$ cat config.mk
export PLATFORM = sky130hd
export DESIGN_NAME = pio_in_capture
export DESIGN_NICKNAME = d
export VERILOG_FILES = /design/src/rtl/pio_in_capture.sv
export SDC_FILE = /design/constraint.sdc
export NUM_CORES = 1
export LEC_CHECK = 0
export CORE_ASPECT_RATIO = 1.5
export CORE_MARGIN = 2
export CORE_UTILIZATION = 50
export CTS_BUF_LIST = sky130_fd_sc_hd__clkbuf_16
export DETAILED_ROUTE_END_ITERATION = 10
export PLACE_DENSITY = 0.94
export SLEW_MARGIN = 10
export SYNTH_ARGS = -nofsm -noshare
export SYNTH_HDL_FRONTEND = slang
export SYNTH_SLANG_ARGS = --single-unit
$ cat constraint.sdc
create_clock -name clk_clk -period 2.15 [get_ports clk_clk]
set_input_delay 0.3225 -clock clk_clk [delete_from_list [all_inputs] [get_ports clk_clk]]
set_output_delay 0.3225 -clock clk_clk [all_outputs]
set_load 0.01 [all_outputs]
$ cat src/rtl/pio_in_capture.sv
// Avalon-MM input PIO: synchronizes external pins, captures edges, raises a masked irq.
// Optional per-bit debounce filter enabled with `define PIO_IN_DEBOUNCE_EN.
module pio_in_capture #(
    parameter int WIDTH           = 8,
    parameter int SYNC_STAGES     = 2,
    parameter int DEBOUNCE_CYCLES = 50000
) (
    input  logic             clk_clk,
    input  logic             reset_reset_n,
    input  logic [1:0]       avs_address,
    input  logic             avs_read,
    input  logic             avs_write,
    input  logic [31:0]      avs_writedata,
    output logic [31:0]      avs_readdata,
    output logic             avs_readdatavalid,
    output logic             irq,
    input  logic [WIDTH-1:0] pins_export
);

    logic [WIDTH-1:0] sync_q [SYNC_STAGES];
    logic [WIDTH-1:0] sync_val;
    logic [WIDTH-1:0] filt_val;
    logic [WIDTH-1:0] prev_val;
    logic [WIDTH-1:0] cap;
    logic [WIDTH-1:0] mask;
    logic [1:0]       edge_sel;
    logic [WIDTH-1:0] rise;
    logic [WIDTH-1:0] fall;
    logic [WIDTH-1:0] set;
    logic [WIDTH-1:0] clr;
    logic [31:0]      rd_mux;
    logic [31:0]      unused_wdata;

    assign unused_wdata = avs_writedata;

    always_ff @(posedge clk_clk or negedge reset_reset_n) begin
        if (!reset_reset_n) begin
            for (int i = 0; i < SYNC_STAGES; i++) begin
                sync_q[i] <= '0;
            end
        end else begin
            sync_q[0] <= pins_export;
            for (int i = 1; i < SYNC_STAGES; i++) begin
                sync_q[i] <= sync_q[i-1];
            end
        end
    end

    assign sync_val = sync_q[SYNC_STAGES-1];

`ifdef PIO_IN_DEBOUNCE_EN
    localparam int CW = (DEBOUNCE_CYCLES > 2) ? $clog2(DEBOUNCE_CYCLES) : 1;
    localparam logic [CW-1:0] CNT_LAST = CW'(DEBOUNCE_CYCLES - 1);

    logic [CW-1:0] cnt [WIDTH];

    // A bit is accepted only after staying different from filt_val long enough
    always_ff @(posedge clk_clk or negedge reset_reset_n) begin
        if (!reset_reset_n) begin
            filt_val <= '0;
            for (int i = 0; i < WIDTH; i++) begin
                cnt[i] <= '0;
            end
        end else begin
            for (int i = 0; i < WIDTH; i++) begin
                if (sync_val[i] == filt_val[i]) begin
                    cnt[i] <= '0;
                end else if (cnt[i] == CNT_LAST) begin
                    filt_val[i] <= sync_val[i];
                    cnt[i]      <= '0;
                end else begin
                    cnt[i] <= cnt[i] + 1'b1;
                end
            end
        end
    end
`else
    localparam int unused_debounce = DEBOUNCE_CYCLES;

    assign filt_val = sync_val;
`endif

    assign rise = filt_val & ~prev_val;
    assign fall = ~filt_val & prev_val;

    always_comb begin
        set = rise | fall;
        case (edge_sel)
            2'd0:    set = rise;
            2'd1:    set = fall;
            default: set = rise | fall;
        endcase
    end

    assign clr = (avs_write && avs_address == 2'd2)
               ? avs_writedata[WIDTH-1:0] : '0;

    always_ff @(posedge clk_clk or negedge reset_reset_n) begin
        if (!reset_reset_n) begin
            prev_val <= '0;
            cap      <= '0;
            mask     <= '0;
            edge_sel <= '0;
            irq      <= 1'b0;
        end else begin
            prev_val <= filt_val;
            // set is OR-ed after the clear so a coincident edge survives
            cap      <= (cap & ~clr) | set;
            irq      <= |(cap & mask);
            if (avs_write && avs_address == 2'd1) begin
                mask <= avs_writedata[WIDTH-1:0];
            end
            if (avs_write && avs_address == 2'd3) begin
                edge_sel <= avs_writedata[1:0];
            end
        end
    end

    always_comb begin
        rd_mux = '0;
        unique case (avs_address)
            2'd0: rd_mux[WIDTH-1:0] = filt_val;
            2'd1: rd_mux[WIDTH-1:0] = mask;
            2'd2: rd_mux[WIDTH-1:0] = cap;
            2'd3: rd_mux[1:0]       = edge_sel;
        endcase
    end

    always_ff @(posedge clk_clk or negedge reset_reset_n) begin
        if (!reset_reset_n) begin
            avs_readdata      <= '0;
            avs_readdatavalid <= 1'b0;
        end else begin
            avs_readdatavalid <= avs_read;
            if (avs_read) begin
                avs_readdata <= rd_mux;
            end
        end
    end

endmodule

==> results of run 1 <==
## worst paths after layout
| path | cells past startpoint | end | slack, ns |
|---|---|---|---|
| max reg2reg | 3 | cap[1] | 0.72 |
| min | 2 | edge_sel[0] | 0.01 |
| min reg2reg | 0 | filt_val[2] | 0.34 |
| min in group clk_clk | 0 | filt_val[2] | 0.34 |
| max in group asynchronous | 2 | sync_q[10] | 1.81 |
| max | 4 | cap[2] | 0.55 |
## cell families after synthesis
| kind of cell | Yosys count |
|---|---|
| and+or+nand+nor | 41 |
| buffers and inverters | 56 |
| adders and majority gates | 16 |
| DFF | 52 |
| AOI/OAI and AO/OA | 21 |
| muxes | 28 |
| other | 1 |
## metal layers
layer / vias to the layer above / global-route usage (%) / routed length (µm)
li1: 737 / - / -
met3: 12 / 3.438 / 215
met5: - / 0 / 0
met1: 770 / 18.57 / 1640
met4: 0 / 9.043 / 127
met2: 60 / 27.19 / 2212
## placed cells by master (no fill, tap or decap), types with 2 or more instances in the layout
master           count
mux2i_1             18
buf_4                5
inv_1               24
clkdlybuf4s50_1     30
o221ai_1             2
clkbuf_16            5
conb_1              24
nor2_1              14
a221o_1              8
nand2_1             13
a31oi_1              5
or2_2                2
a22oi_1              4
nand2b_1             3
mux2_2              10
dfrtp_1             52
or2_1                3
clkinvlp_4           2
ha_1                16
## through the flow
step           power (µW)  instances  cell area, µm²  setup slack (ns)  util, %
2_1_floorplan        1434        238            2591            0.9897        -
3_3_place_gp         1538        308            2770            0.3018    57.60
3_5_place_dp         1566        308            2770            0.2261    57.60
4_1_cts              2332        316            2914            0.5287    60.59
5_1_grt              2416        316            2914            0.4659    60.59
6_report             2304        316            2914            0.5493    60.59
## layout make-up
cell class,instances,share of cell area [%]
sequential,52,44.65
clock inverter,3,0.6441
timing repair buffer,36,11.76
inverter,24,3.091
tap,66,2.834
clock buffer,5,4.294
multi-input combinational,130,32.72
## sequential cells by signal, summed over array words and instances (netlist names)
name,count
edge_sel,2
filt_val,8
cap,8
prev_val,8
mask,8
avs_readdata,8
irq,1
sync_q,8
avs_readdatavalid,1
## Yosys cell counts
| library cell | instances |
|---|---|
| a21oi_1 | 1 |
| a221o_1 | 8 |
| a22oi_1 | 4 |
| a2bb2oi_1 | 1 |
| a31oi_1 | 5 |
| and3b_1 | 1 |
| buf_12 | 1 |
| buf_2 | 4 |
| buf_4 | 24 |
| buf_6 | 2 |
| clkbuf_1 | 1 |
| conb_1 | 1 |
| dfrtp_1 | 52 |
| ha_1 | 16 |
| inv_1 | 24 |
| mux2_2 | 10 |
| mux2i_1 | 18 |
| nand2_1 | 13 |
| nand2_2 | 1 |
| nand2b_1 | 3 |
| nand3_1 | 1 |
| nand3b_2 | 1 |
| nand4_1 | 1 |
| nor2_1 | 14 |
| nor2b_2 | 1 |
| o221ai_1 | 2 |
| or2_1 | 3 |
| or2_2 | 2 |
## power by group through the flow
stage	clock network (µW)	logic [µW]	registers, µW
global route	809	405	1200
finish	750	365	1190
global placement	0	344	1190
detailed placement	0	363	1200
floorplan	0	272	1160
CTS	777	368	1190
==> results.md, run 1 <==
* Nets@finish at ~310
* Remaining Overflow, GRT at 0
* Final Hold Viols at 0
* Sw Pwr at 593.9 µW
* Placeable Area at 4810 µm²
* Worst flop-to-flop path startpoint: edge_sel[0]
* Slew HR at between 60% and 70%
* First-pass GRT wire length at approximately 7 mm
* Unrepaired setup endpoints after global routing: no
* Clk_skew at 0.004248 ns
* Worst-Skew Late Latency at between 0.2 and 0.3 ns
* Drt total wl at 4.196 mm
* DR vias/cell at 4.997
* Largest fanout on the critical path at 8
* Proportion of power drawn by the clock network at about a third
* CTS buffer count at 5
* First-pass detailed-route iteration total at 4
* Combinational power share at between 10% and 20%
* XOR/XNOR Fraction of Synth Area at 0%
* Max Transition Viols Final at 0
* Vias in the first global route at about 1,600
* Die X at ~62 µm
* Number of diodes at 0
* Yosys reg bits at 52
* Initial core utilization at 52.08%
* Slew at the pin with the worst max-slew slack at just under 0.6 ns
* Layout area overhead at 16.33%
* WS Path Type: in -> reg
* Synth Area in Compound Gates at under 10%
* Die Span Y at roughly 91 µm
* Mapped Cells at about 220
* Setup violators final at 0
* Synth warn at 0
* Sequential share of power at between 50% and 60%
* Run status: finished clean
* CTS tree: yes
* CTS Buffer Depth at 2
* Setup crit start: avs_address[1]
* WP buf/inv at 1
* Cell Area, Synth at roughly 2500 µm²
* Max incr delay on CP at 0.58 ns
* Internal power component at about 1700 µW
* Area leader, netlist: dfrtp_1
* Max cap viols at 0
* Clk root buf: clkbuf_16
* Hold_buf cts at 0
* Multiplexer share of the synthesized area at approximately an eighth
* Total Routing Usage GR at roughly 16%
* Final worst-path cycle share at 74.45%
* DR iter-0 viols at 74
* Crit path DAT at around 1.8 ns
* Worst EP required at 2.32 ns
* Maximum vdd drop at 0.5115 mV
* Via count at ~1,600
* Resize count post-CTS at 0
* Min cycle time layout at ~1.6 ns
* TritonCTS Sinks at 52
* Critical path, cell by cell: clkdlybuf4s50_1, and3b_1, nand2_1, a221o_1
* Worst setup SP type: input port
* Post-synthesis cell type count at 28
* DP HPWL at 3.145 mm
* LEAKAGE at 0.001400 µW
* Post-CTS setup buffers at 0
* # IOs at 80
* I/O Buffers at 31
* Cell family with most CP delay: buffers and inverters
* Hold_ws at a little under 0.01 ns
* Sequential share of the synthesized area at between 50 and 60%
* Fin Setup TNS at 0 ns
* Clk slew on worst S/H paths at about 0.060 ns
* Multi-input combinational cell area at 953.4 µm²
* Placer congestion estimate at a little under 0.8
* Synth top area share at between 50% and 60%
* H-tree depth at 2
* Pwr dens at just under 800 nW/µm²
* Wire length per cell at 13.28 µm
* Layout fillers at ~390
* Sw Share at approximately 26%
* Row Count at 31
* Share of post-route cells with drive strength above 1 at 11.20%
* Post-route ant nets at 0
* Die area at about 5600 µm²
* Drc violations at 0
* Initial antenna violation count at 0
* FMAX at roughly 620 MHz
* Largest net degree at the start of global routing at 32
* CP max stage cell: clkdlybuf4s50_1
* Crit. End Element: flip-flop
* Sequential cell area at 1301 µm²
* Simple-gate portion of the synthesized area at ~7.9%
* Syn avg cell area at 11.65 µm²
* Top cells by area, synth: dfrtp_1 52%, ha_1 8.0%, mux2i_1 7.2%, buf_4 7.2%, mux2_2 4.5%
* Hold WC Path Type: in -> async
* Post-synthesis adder-cell area fraction at around 8.0%
* Largest family of logic cells by synthesized area: buffers and inverters
No activity file was read; power rests on OpenSTA's default activity.
==> run 2, diff against run 1 <==
--- a/config.mk
+++ b/config.mk
@@ -7,10 +7,10 @@
 export LEC_CHECK = 0
 export CORE_ASPECT_RATIO = 1.5
 export CORE_MARGIN = 2
-export CORE_UTILIZATION = 50
+export CORE_UTILIZATION = 42
 export CTS_BUF_LIST = sky130_fd_sc_hd__clkbuf_16
 export DETAILED_ROUTE_END_ITERATION = 10
-export PLACE_DENSITY = 0.94
+export PLACE_DENSITY = 0.85
 export SLEW_MARGIN = 10
 export SYNTH_ARGS = -nofsm -noshare
 export SYNTH_HDL_FRONTEND = slang
==> constraint.sdc (replaced) <==
create_clock -name clk_clk -period 1.4 [get_ports clk_clk]
set_input_delay 0.21 -clock clk_clk [delete_from_list [all_inputs] [get_ports clk_clk]]
set_output_delay 0.21 -clock clk_clk [all_outputs]
set_load 0.01 [all_outputs]
==> results.md, run 2 (same netlist as run 1, synthesis figures left out) <==
* Run status: finished clean
* Placed instance count at 319 (+3.6%)
* Internal reg-to-reg setup slack at 0.12 ns (-0.60 ns)
* Hold WC Path Type: in -> async
* First-pass GRT wire length at 7.645 mm (+10%)
* Initial antenna violation count at 0 (unchanged)
* Setup violators final at 0 (unchanged)
* Met3 usage at 3.539% (+0.10 points)
* Unrepaired setup endpoints after global routing: no
* Total Routing Usage GR at 15.23% (-1.1 points)
* Worst R2R Path Depth at 5 (+2)
* Max Transition Viols Final at 0 (unchanged)
* Row Count at 34 (+9.7%)
* Die Span Y at 98.59 µm (+8.7%)
* Final Non-Filler Cells at 327 (+3.5%)
* CTS Buffer Depth at 2 (unchanged)
* Die X at 67.06 µm (+8.5%)
* Most common cell after layout, fill and taps aside: dfrtp_1
* Sequential share of power at 51.2% (-0.4 points)
* Sequential cell area at 1303 µm² (about the same)
* Most frequent cells in the layout: 51 x dfrtp_1, 24 x inv_1, 24 x conb_1
* CTS buffer count at 5 (unchanged)
* # IOs at 80 (unchanged)
* Largest fanout on the critical path at 1 (-7)
* GR peak layer: met2
* Worst-Skew Late Latency at 0.29 ns (about the same)
* Met2 Use GR at 23.84% (-3.4 points)
* Setup crit start: irq
* Internal power component at 2628 µW (+54%)
* FMAX at roughly 740 MHz
* Fin Setup TNS at 0 ns (unchanged)
* Max incr delay on CP at 0.53 ns (-0.05 ns)
* Slew HR at 59.27% (-1.2 points)
* Proportion of power drawn by the clock network at 32.7% (about the same)
* Nets@finish at 317 (+1.9%)
* Combinational power share at 16.1% (+0.3 points)
* Sw Share at 26.15% (+0.36 points)
* WS Path Type: reg -> out
* H-tree depth at 2 (unchanged)
* Maximum vdd drop at 0.5978 mV (+17%)
* Remaining Overflow, GRT at 0 (unchanged)
* Initial core utilization at 43.30% (-8.8 points)
* DR iter-0 viols at 126 (+70%)
* Layout fillers at 525 (+35%)
* Placer congestion estimate at 0.8293 (+5.1%)
* Critical Path Stages at 1 (-3)
* Drc violations at 0 (unchanged)
* Layout area overhead at 19.83%
* LEAKAGE at 0.001497 µW (+6.9%)
* DP HPWL at 3.226 mm (+2.6%)
* Slew at the pin with the worst max-slew slack at 0.6109 ns (+0.01818 ns)
* First-pass detailed-route iteration total at 4 (unchanged)
* Cell family with most CP delay: buffers and inverters
* Wire length per cell at 13.59 µm (+2.4%)
* WP buf/inv at 1 (unchanged)
* Worst flop-to-flop path startpoint: filt_val[1]
* Crit path DAT at 1.13 ns (-0.64 ns)
* Vias in the first global route at 1,633 (+4.7%)
* Share of post-route cells with drive strength above 1 at 13.33% (+2.1 points)
* Multi-input combinational cell area at 953.4 µm² (unchanged)
* DR vias/cell at 4.798 (-4.0%)
* Placeable Area at 5786 µm² (+20%)
* Drt total wl at 4.445 mm (+5.9%)
* GR Layer Usage met1 at 19.16% (+0.59 points)
* Crit. End Element: primary output
* Clk_skew at 0.006254 ns (+0.002006 ns)
* Sw Pwr at 930.4 µW (+57%)
* Worst setup SP type: flip-flop
* Via count at 1,569 (-0.63%)
* Pwr dens at 1185 nW/µm² (+50%)
* Critical Path End: irq
* Min cycle time layout at between 1 and 1.5 ns
* Number of diodes at 0 (unchanged)
* Largest net degree at the start of global routing at 42 (+31%)
* CP max stage cell: clkdlybuf4s50_1
* Max cap viols at 0 (unchanged)
* I/O Buffers at 31 (unchanged)
* Final Hold Viols at 0 (unchanged)
* R2r endpoint: cap[1]
* Critical path, cell by cell: clkdlybuf4s50_1
* Die area at 6611 µm² (+18%)
* Clk slew on worst S/H paths at 0.06 ns (about the same)
* Worst EP required at 1.19 ns (-1.13 ns)
* Post-route ant nets at 0 (unchanged)
* Clk root buf: clkbuf_16
* CTS tree: yes
* TritonCTS Sinks at 52 (unchanged)
* Final worst-path cycle share at 95.90%
==> run 2: changes by cell type in the layout (fill, tap and decap cells not counted), sizes merged <==
cell           change
clkdlybuf4s50      -8
dlymetal6s2s       +6
buf                +5
dlygate4sd2        +2
clkinvlp           -1
dlygate4sd3        +1
==> run 2: how the worst min path moves through the flow <==
stage                        from         endpoint  cells past startpoint
floorplan           reset_reset_n  avs_readdata[0]                      0
global placement    reset_reset_n      prev_val[5]                      1
detailed placement  reset_reset_n      prev_val[5]                      1
CTS                 reset_reset_n       sync_q[15]                      2
global route           sync_q[14]      filt_val[6]                      0
finish              reset_reset_n       sync_q[10]                      2
==> run 2: per-stage QoR <==
step           area [µm²]  worst slack, ns  power (µW)  utilization [%]  hold WS (ns)
2_1_floorplan        2591           0.2677        2202                -      -0.08559
3_3_place_gp         2840          -0.1927        2403            49.09        0.1201
3_5_place_dp         2840          -0.1939        2436            49.09        0.1183
4_1_cts              2987         0.004314        3614            51.62        0.3456
5_1_grt              3002         0.008243        3751            51.88        0.3546
6_report             3002          0.05739        3558            51.88        0.3453
==> run 2: timing repair <==
item,4_1_cts,5_1_grt
endpoints found under the hold margin,11,0
resized for setup,3,6
hold buffers,1,0
buffers inserted,0,0
endpoints found under the setup margin,5,6
==> run 2: cell type report <==
class | instances | area share [%]
well taps | 72 | 3.001
inverters | 24 | 3.001
flip-flops and latches | 52 | 43.39
repair buffers | 42 | 14.26
clock buffers | 5 | 4.168
clock inverters | 2 | 0.4168
multi-input cells | 130 | 31.76
==> run 2: per-layer routing <==
| metal | vias up | part of all wire (%) |
|---|---|---|
| met2 | 52 | 52 |
| met5 | - | 0 |
| met4 | 0 | 2.7 |
| li1 | 740 | - |
| met1 | 766 | 40 |
| met3 | 11 | 5.8 |
==> run 2: power by group through the flow <==
stage	clock network, µW	logic (µW)	registers, µW
6_report	1160	572	1820
5_1_grt	1270	639	1840
4_1_cts	1200	586	1820
3_5_place_dp	0	586	1850
3_3_place_gp	0	561	1840
2_1_floorplan	0	418	1780
